`config.mk`:
```
export PLATFORM = sky130hd
export DESIGN_NAME = wall_scroll_controller
export DESIGN_NICKNAME = d
export VERILOG_FILES = /design/src/rtl/wall_pkg.sv /design/src/rtl/wall_scroll_controller_step_prescaler.sv /design/src/rtl/wall_scroll_controller.sv
export SDC_FILE = /design/constraint.sdc
export NUM_CORES = 1
export LEC_CHECK = 0
export CAP_MARGIN = 20
export CORE_MARGIN = 5
export CORE_UTILIZATION = 54
export CTS_CLUSTER_DIAMETER = 40
export DETAILED_ROUTE_END_ITERATION = 8
export PLACE_DENSITY = 0.84
export REMOVE_ABC_BUFFERS = 1
export SYNTH_ARGS = -nofsm -noshare
export SYNTH_HDL_FRONTEND = slang
export SYNTH_SLANG_ARGS = --single-unit
```
`constraint.sdc`:
```
create_clock -name clk -period 4.6 [get_ports clk]
set_clock_uncertainty 0.1 [all_clocks]
set_input_delay 0.46 -clock clk [delete_from_list [all_inputs] [get_ports clk]]
set_output_delay 0.46 -clock clk [all_outputs]
set_load 0.05 [all_outputs]
```
`src/rtl/wall_pkg.sv`:
```
// wall_pkg: shared types and default constants for the obstacle-wall datapath.
//   coord_t  - 8-bit screen coordinate
//   state_t  - wall controller states
//   *_DEFAULT constants - default screen geometry used as parameter defaults
//   gap_bottom_sat() - bottom of the gap window, clipped to the last screen row
package wall_pkg;

    typedef logic [7:0] coord_t;

    typedef enum logic [2:0] {
        ST_IDLE,
        ST_FETCH,
        ST_LATCH,
        ST_SCROLL,
        ST_HALT
    } state_t;

    localparam int SCREEN_W_DEFAULT = 160;
    localparam int SCREEN_H_DEFAULT = 120;
    localparam int GAP_DEFAULT      = 40;
    localparam int BIRD_X_DEFAULT   = 40;

    // The sum is formed in 9 bits so a tall height plus the gap cannot wrap
    // before the comparison against the bottom row.
    function automatic coord_t gap_bottom_sat(input coord_t height, input int gap,
                                              input int screen_h);
        logic [8:0] sum;
        coord_t     result;
        sum = {1'b0, height} + 9'(gap);
        if (sum > 9'(screen_h - 1)) begin
            result = coord_t'(screen_h - 1);
        end else begin
            result = sum[7:0];
        end
        return result;
    endfunction

endpackage

```
`src/rtl/wall_scroll_controller_step_prescaler.sv`:
```
// step_prescaler: divides accepted frame ticks down to scroll-step strobes.
//   clk, reset  - clock and synchronous active-high reset
//   clear       - zero the tick counter (new wall being latched)
//   enable      - ticks are counted only while enabled (scrolling, no crash)
//   frame_tick  - one-cycle pulse per frame
//   step        - combinational strobe, high in the cycle of every
//                 TICKS_PER_STEP-th accepted tick
module step_prescaler
    import wall_pkg::*;
#(
    parameter int TICKS_PER_STEP = 1
) (
    input  logic clk,
    input  logic reset,
    input  logic clear,
    input  logic enable,
    input  logic frame_tick,
    output logic step
);

    localparam logic [7:0] LAST_TICK = 8'(TICKS_PER_STEP - 1);

    logic [7:0] count_reg;
    logic [7:0] count_next;

    // The strobe is combinational so the controller can register the moved
    // wall position in the same cycle the tick arrives.
    always_comb begin
        count_next = count_reg;
        step       = 1'b0;
        if (clear) begin
            count_next = '0;
        end else if (enable && frame_tick) begin
            if (count_reg == LAST_TICK) begin
                count_next = '0;
                step       = 1'b1;
            end else begin
                count_next = count_reg + 8'd1;
            end
        end
    end

    always_ff @(posedge clk) begin
        if (reset) begin
            count_reg <= '0;
        end else begin
            count_reg <= count_next;
        end
    end

endmodule

```
`src/rtl/wall_scroll_controller.sv`:
```
// wall_scroll_controller: sequences one obstacle wall at a time.
//   Requests a height, latches the gap window, scrolls the wall left on frame
//   ticks, pulses score when the wall passes the bird column, and freezes on
//   crash until the next start.
//   clk, reset  - clock and synchronous active-high reset
//   start       - begin/restart play (honoured in IDLE and HALT only)
//   crash       - game-over level (honoured in FETCH, LATCH, SCROLL)
//   frame_tick  - one-cycle pulse per frame
//   height_in   - generator height, valid the cycle after height_req
//   height_req  - one-cycle advance strobe to the generator
//   wall_x, gap_top, gap_bottom, wall_valid - wall geometry for render/collide
//   score_pulse - one-cycle pulse as the wall crosses BIRD_X
// All outputs come straight from registers.
module wall_scroll_controller
    import wall_pkg::*;
#(
    parameter int SCREEN_W       = SCREEN_W_DEFAULT,
    parameter int SCREEN_H       = SCREEN_H_DEFAULT,
    parameter int GAP            = GAP_DEFAULT,
    parameter int STEP           = 1,
    parameter int BIRD_X         = BIRD_X_DEFAULT,
    parameter int TICKS_PER_STEP = 1
) (
    input  logic       clk,
    input  logic       reset,
    input  logic       start,
    input  logic       crash,
    input  logic       frame_tick,
    input  logic [7:0] height_in,
    output logic       height_req,
    output logic [7:0] wall_x,
    output logic [7:0] gap_top,
    output logic [7:0] gap_bottom,
    output logic       wall_valid,
    output logic       score_pulse
);

    localparam coord_t SPAWN_X  = coord_t'(SCREEN_W - 1);
    localparam coord_t STEP_PX  = coord_t'(STEP);
    localparam coord_t BIRD_COL = coord_t'(BIRD_X);

    state_t state_reg, state_next;
    coord_t wall_x_reg, wall_x_next;
    coord_t gap_top_reg, gap_top_next;
    coord_t gap_bottom_reg, gap_bottom_next;
    logic   wall_valid_reg, wall_valid_next;
    logic   height_req_reg, height_req_next;
    logic   score_reg, score_next;

    logic   step;
    logic   prescale_clear;
    logic   prescale_enable;
    coord_t moved_x;

    // A coincident crash must not count the tick, so it gates the enable.
    assign prescale_clear  = (state_reg == ST_LATCH);
    assign prescale_enable = (state_reg == ST_SCROLL) && !crash;

    step_prescaler #(
        .TICKS_PER_STEP(TICKS_PER_STEP)
    ) u_step_prescaler (
        .clk       (clk),
        .reset     (reset),
        .clear     (prescale_clear),
        .enable    (prescale_enable),
        .frame_tick(frame_tick),
        .step      (step)
    );

    assign moved_x = wall_x_reg - STEP_PX;

    always_comb begin
        state_next      = state_reg;
        wall_x_next     = wall_x_reg;
        gap_top_next    = gap_top_reg;
        gap_bottom_next = gap_bottom_reg;
        wall_valid_next = wall_valid_reg;
        score_next      = 1'b0;

        case (state_reg)
            ST_IDLE: begin
                if (start) begin
                    state_next = ST_FETCH;
                end
            end
            ST_FETCH: begin
                wall_valid_next = 1'b0;
                state_next      = crash ? ST_HALT : ST_LATCH;
            end
            ST_LATCH: begin
                // On crash the fetched height is simply never captured.
                if (crash) begin
                    state_next = ST_HALT;
                end else begin
                    gap_top_next    = height_in;
                    gap_bottom_next = gap_bottom_sat(height_in, GAP, SCREEN_H);
                    wall_x_next     = SPAWN_X;
                    wall_valid_next = 1'b1;
                    state_next      = ST_SCROLL;
                end
            end
            ST_SCROLL: begin
                if (crash) begin
                    state_next = ST_HALT;
                end else if (step) begin
                    if (wall_x_reg < STEP_PX) begin
                        // Wall would leave the screen: retire it in place.
                        wall_valid_next = 1'b0;
                        state_next      = ST_FETCH;
                    end else begin
                        wall_x_next = moved_x;
                        // Position only decreases, so this fires once per wall.
                        score_next  = (wall_x_reg >= BIRD_COL) && (moved_x < BIRD_COL);
                    end
                end
            end
            ST_HALT: begin
                if (start) begin
                    wall_valid_next = 1'b0;
                    state_next      = ST_FETCH;
                end
            end
            default: begin
                state_next = ST_IDLE;
            end
        endcase

        // FETCH always lasts exactly one cycle, so the request can never be
        // high in two consecutive cycles.
        height_req_next = (state_next == ST_FETCH);
    end

    always_ff @(posedge clk) begin
        if (reset) begin
            state_reg      <= ST_IDLE;
            wall_x_reg     <= SPAWN_X;
            gap_top_reg    <= '0;
            gap_bottom_reg <= '0;
            wall_valid_reg <= 1'b0;
            height_req_reg <= 1'b0;
            score_reg      <= 1'b0;
        end else begin
            state_reg      <= state_next;
            wall_x_reg     <= wall_x_next;
            gap_top_reg    <= gap_top_next;
            gap_bottom_reg <= gap_bottom_next;
            wall_valid_reg <= wall_valid_next;
            height_req_reg <= height_req_next;
            score_reg      <= score_next;
        end
    end

    assign height_req  = height_req_reg;
    assign wall_x      = wall_x_reg;
    assign gap_top     = gap_top_reg;
    assign gap_bottom  = gap_bottom_reg;
    assign wall_valid  = wall_valid_reg;
    assign score_pulse = score_reg;

endmodule
```
==> impl_metrics.json, run 1 <==
{
  "via_per_inst": 5.76,
  "cap_viol_max_count": 0,
  "yosys_warnings": 0,
  "tritoncts.num_buffers": 5,
  "dieArea_mm2": 0.00488,
  "cts_max_level": 2,
  "ys_seq_elements": 38,
  "hold_viol_final": 0,
  "final_cell_mix": "clkdlybuf4s50_1 (39), dfxtp_1 (38), nor2_1 (24)",
  "hp-class": "reg -> reg",
  "grt_antenna_before_repair": 0,
  "gp_congestion": 0.824,
  "synthCells": 232,
  "final_layout_size_suffix_gt1_share_pct": 5.88,
  "cts_max_path_buffers": 2,
  "ys_types": 52,
  "crit_slowest_cell": "clkdlybuf4s50_1",
  "synthArstFlopShare_pct": 0,
  "cts-root-buf": "clkbuf_4",
  "vias": 1833,
  "clock_latency_ps": 340,
  "worst-path-buf-inv": 1,
  "area_growth_pct": 24.6,
  "path_class": "reg -> out",
  "syn_area_mm2": 0.00194,
  "cts_tree": "yes",
  "layout_commonest_cell": "clkdlybuf4s50_1",
  "timing.slew.headroom_pct": 34.4,
  "grt.overflow.total": 0,
  "grt_start_max_net_pins": 23,
  "seq_area_frac_synth_pct": 39.3,
  "finalSetupViolCount": 0,
  "n_fill_cell": 297,
  "clk_pin_slew_ps": 120,
  "fp-row-count": 21,
  "rsz0062_at_grt": "no",
  "antennaDiodeCount": 0,
  "worst_setup_path_start_kind": "register",
  "initial_core_util_pct": 56.7,
  "status": "complete, no violations",
  "final_antenna_net_count": 0,
  "synth_edf_count": 0,
  "route.detailed.wl_per_inst_um": 14.5,
  "grt_usage_pct": 19.3,
  "io_buffers": 39,
  "syn_area_per_cell_um2": 8.34,
  "yosys-top-cells-area": "dfxtp_1 (39%), nor2_1 (4.7%), ha_1 (4.5%), nand2_1 (4.3%), a21oi_1 (3.9%)",
  "first_global_vias": 1736,
  "cts_setup_buffers": 0,
  "tightest_slew_ps": 969,
  "fin_crit_ps": 2370,
  "yosysTopAreaCell": "dfxtp_1",
  "p_per_area_mw_per_mm2": 248,
  "post_cts_resized": 0,
  "drt_first_pass_iters": 4,
  "fmax_mhz": 421,
  "drtIter0Drc": 184,
  "holdBufCountCts": 0,
  "drc": 0,
  "slew_violations": 0,
  "fin_nets": 291,
  "finalSetupTns_ps": 0,
  "ios": 40,
  "max_stage_delay_ps": 880,
  "cp_cell_sequence": "clkdlybuf4s50_1",
  "p_leak_nw": 0.886,
  "critPathTopFamily": "buffers and inverters",
  "fp.dieH_um": 69.9,
  "wirelength_um": 4600,
  "cp_data_required_time_ps": 4040,
  "fin_cells": 318,
  "synthFlopType": "dfxtp_1",
  "dpl.hpwl_um": 3410,
  "vdd_drop_max_uv": 196,
  "cp_data_arrival_time_ps": 1810,
  "critPathCaptureType": "output pin",
  "core_mm2": 0.00342,
  "whs_ps": 362,
  "post-route-period-util_pct": 51.6,
  "netlist.area_leader.share_pct": 39.3,
  "clock_sink_count": 38,
  "grt_pass1_wl_um": 7780,
  "die_x_um": 69.9,
  "worstPathMaxFanout": 11,
  "dp_cells": 310
}
synth_stat cells (2+ instances only):
| library cell | n |
|---|---|
| o22a_1 | 2 |
| inv_1 | 19 |
| and3_1 | 3 |
| mux2i_1 | 2 |
| and2_1 | 5 |
| nor3b_1 | 3 |
| or3_1 | 4 |
| o211ai_1 | 3 |
| ha_1 | 7 |
| o31ai_1 | 4 |
| nand4_1 | 5 |
| o21ai_0 | 8 |
| xnor2_1 | 2 |
| nand3_1 | 4 |
| and4_1 | 2 |
| nor2b_1 | 2 |
| buf_2 | 4 |
| dfxtp_1 | 38 |
| a211oi_1 | 7 |
| xor2_1 | 6 |
| nor2_1 | 24 |
| nor4_1 | 2 |
| clkbuf_1 | 3 |
| nor3_1 | 10 |
| nand2_1 | 22 |
| a21oi_1 | 15 |
routing by layer:
metal	GRT usage, %	share of wire, %	routed length [um]	vias up
li1	-	-	-	911
met5	0	0	0	-
met3	5.02	6.8	312	7
met4	7.45	1.4	65	0
met2	32.0	48	2190	68
met1	23.9	44	2040	847
stage by stage:
| step | total power, mW | instance area (um2) | setup slack (ps) | util (%) |
|---|---|---|---|---|
| 3_5_place_dp | 0.426 | 2350 | 2040 | 68.9 |
| 6_report | 0.599 | 2410 | 2230 | 70.6 |
| 4_1_cts | 0.602 | 2410 | 2250 | 70.6 |
| 3_3_place_gp | 0.424 | 2350 | 2110 | 68.9 |
| 5_1_grt | 0.629 | 2410 | 2180 | 70.6 |
| 2_1_floorplan | 0.390 | 1890 | 2340 | - |
final cells by class:
class                      count  area (um2)  share of cell area, %
clock buffer                   7        55.1                   2.28
clock inverter                 1        5.00                  0.207
inverter                      19        71.3                   2.96
multi-input combinational    166        1060                   43.8
sequential                    38         761                   31.5
tap                           46        57.6                   2.39
timing repair buffer          41         405                   16.8
kinds of logic after synthesis:
group	Yosys count	share of synthesized area [%]
buffers and inverters	28	6.08
adder cells (fa/ha/maj)	7	4.52
AO/OA/AOI/OAI	55	20.1
AND/OR/NAND/NOR	94	25.3
multiplexers	2	1.03
flip-flops	38	39.3
XOR/XNOR	8	3.62
final timing paths:
path / start / end / slack, ps / depth (start not counted)
worst max register to register: wall_x[0] / wall_x[6] / 2410 / 6
worst min register to register: gap_top[4] / gap_top[4] / 360 / 2
worst min-delay path: gap_top[4] / gap_top[4] / 360 / 2
worst max-delay path: wall_x[5] / wall_x[5] / 2230 / 1
report_power, final:
group	total (mW)	internal [mW]	switching (mW)
sequential	0.344	0.335	0.00910
combinational	0.0744	0.0293	0.0450
clock	0.180	0.0741	0.106
total	0.599	0.439	0.160
(Power assumes the default switching activity.)
==> run 2, diff against run 1 <==
Settings changed: CORE_UTILIZATION 54 to 51, PLACE_DENSITY 0.84 to 0.8.
Clock period 4.6 ns to 2.4 ns, I/O delays scaled along.
==> run 2 against run 1 <==
Effect of this change:
- die area grew 5.0%
- total power grew 120%
- global-route usage down 1.1 points
- final area up 3.3%
- non-clock buffer count increased by 4
- sequential cell count unchanged
- largest power group unchanged
==> impl_metrics.json, run 2 (synthesis gave the netlist of run 1 again) <==
{
  "rsz0062_at_grt": "no",
  "critPathCaptureType": "register",
  "final_layout_size_suffix_gt1_share_pct": 6.88,
  "finalSetupTns_ps": 0,
  "tightest_slew_ps": 962,
  "whs_endpoint": "gap_top[0]",
  "worstPathMaxFanout": 6,
  "postPlaceCellArea_mm2": 0.00238,
  "drt_first_pass_iters": 4,
  "core_mm2": 0.00366,
  "cts_max_level": 2,
  "status": "complete, no violations",
  "clock_latency_ps": 300,
  "drc": 0,
  "clk_pin_slew_ps": 70,
  "power_mw": 1.33,
  "cp_data_arrival_time_ps": 2240,
  "reg2regPathDepth": 6,
  "stdcell_area_mm2": 0.00249,
  "cts_setup_buffers": 0,
  "min-delay-start": "gap_top[0]",
  "io_buffers": 39,
  "min_path_cells": 2,
  "wirelength_um": 4430,
  "ff2ff_setup_slack_ps": 270,
  "drtIter0Drc": 145,
  "cts_max_path_buffers": 2,
  "finalSetupViolCount": 0,
  "rr_startpoint": "wall_x[0]",
  "via_per_inst": 5.58,
  "worst_setup_path_start_kind": "register",
  "cts-root-buf": "clkbuf_8",
  "fin_crit_ps": 2130,
  "dpl.hpwl_um": 3320,
  "max_stage_delay_ps": 460,
  "worst-path-buf-inv": 1,
  "whs_ps": 353,
  "layout_commonest_cell": "clkdlybuf4s50_1",
  "vias": 1807,
  "fp.dieH_um": 71.6,
  "fp-row-count": 22,
  "cts_tree": "yes",
  "initial_core_util_pct": 52.9,
  "route.detailed.wl_per_inst_um": 13.7,
  "fin_util_pct": 68.0,
  "cp_data_required_time_ps": 2510,
  "hp-class": "reg -> reg",
  "hold_viol_final": 0,
  "dieArea_mm2": 0.00513,
  "slew_violations": 0,
  "critPathTopFamily": "compound AO/OA/AOI/OAI gates",
  "die_x_um": 71.6,
  "path_class": "reg -> reg",
  "post_cts_resized": 0,
  "ios": 40,
  "crit_slowest_cell": "or3b_1",
  "p_leak_nw": 0.922,
  "n_fill_cell": 286,
  "tritoncts.num_buffers": 5,
  "final_cell_mix": "clkdlybuf4s50_1 (39), dfxtp_1 (38), nor2_1 (24)",
  "vdd_drop_max_uv": 355,
  "grt_usage_pct": 18.2,
  "holdBufCountCts": 0,
  "clock_sink_count": 38,
  "p_per_area_mw_per_mm2": 536,
  "final_antenna_net_count": 0,
  "fin_nets": 295,
  "timing.slew.headroom_pct": 34.9,
  "antennaDiodeCount": 0,
  "post-route-period-util_pct": 88.9,
  "first_global_vias": 1725,
  "fmax_mhz": 469,
  "grt_antenna_before_repair": 0,
  "grt_start_max_net_pins": 18,
  "cp_cell_sequence": "inv_1 > ha_1 > or3b_1 > o211ai_1 > nor2_1 > a211oi_1",
  "area_growth_pct": 28.7,
  "cap_viol_max_count": 0,
  "grt.overflow.total": 0,
  "r2r_end": "wall_x[7]",
  "gp_congestion": 0.865,
  "grt_pass1_wl_um": 7650
}
## run 2: changes by cell type in the layout (fill, tap and decap cells not counted), sizes merged
cell    change
buf         +4
bufinv      +1
clkinv      -1
## run 2: power breakdown
group / switching (mW) / leakage, nW / internal [mW] / total [mW]
clock network: 0.217 / 0.0524 / 0.311 / 0.528
registers: 0.0127 / 0.307 / 0.642 / 0.655
logic: 0.0915 / 0.562 / 0.0601 / 0.152
total: 0.322 / 0.922 / 1.01 / 1.33
## run 2: worst min-delay path: cells and delay by family, from the launching register on
kind	cells	cell delay [ps]
and+or+nand+nor	1	50
AOI/OAI and AO/OA	1	50
DFF	1	310
## run 2: through the flow
step / instances / setup slack (ps)
floorplan: 223 / 182
global placement: 316 / 97.2
detailed placement: 316 / 63.7
CTS: 324 / 284
global route: 324 / 111
finish: 324 / 267
## run 2: metal layers
metal	track usage (%)	up-vias	wire length [um]
li1	-	918	-
met1	22.7	821	1920
met2	29.7	62	2100
met3	6.31	6	359
met4	5.01	0	47
met5	0	-	0
## run 2: layout make-up
class / count / area [um2] / share of cell area (%)
clock buffers: 7 / 76.3 / 3.06
repair buffers: 45 / 435 / 17.5
well taps: 48 / 60.1 / 2.41
clock inverters: 1 / 30.0 / 1.21
flip-flops and latches: 38 / 761 / 30.5
multi-input cells: 166 / 1060 / 42.4
inverters: 19 / 71.3 / 2.86
## run 2: how the worst max path moves through the flow
stage	start	end	slack (ps)	cells after the start
after detailed placement	height_in[3]	gap_bottom[2]	60	7
after global placement	height_in[3]	gap_bottom[1]	100	7
final	wall_x[0]	wall_x[7]	270	6
after CTS	wall_x[1]	wall_x[7]	280	6
after global routing	wall_x[1]	wall_x[7]	110	6
after floorplan	state_reg[2]	u_step_prescaler.count_reg[0]	180	4
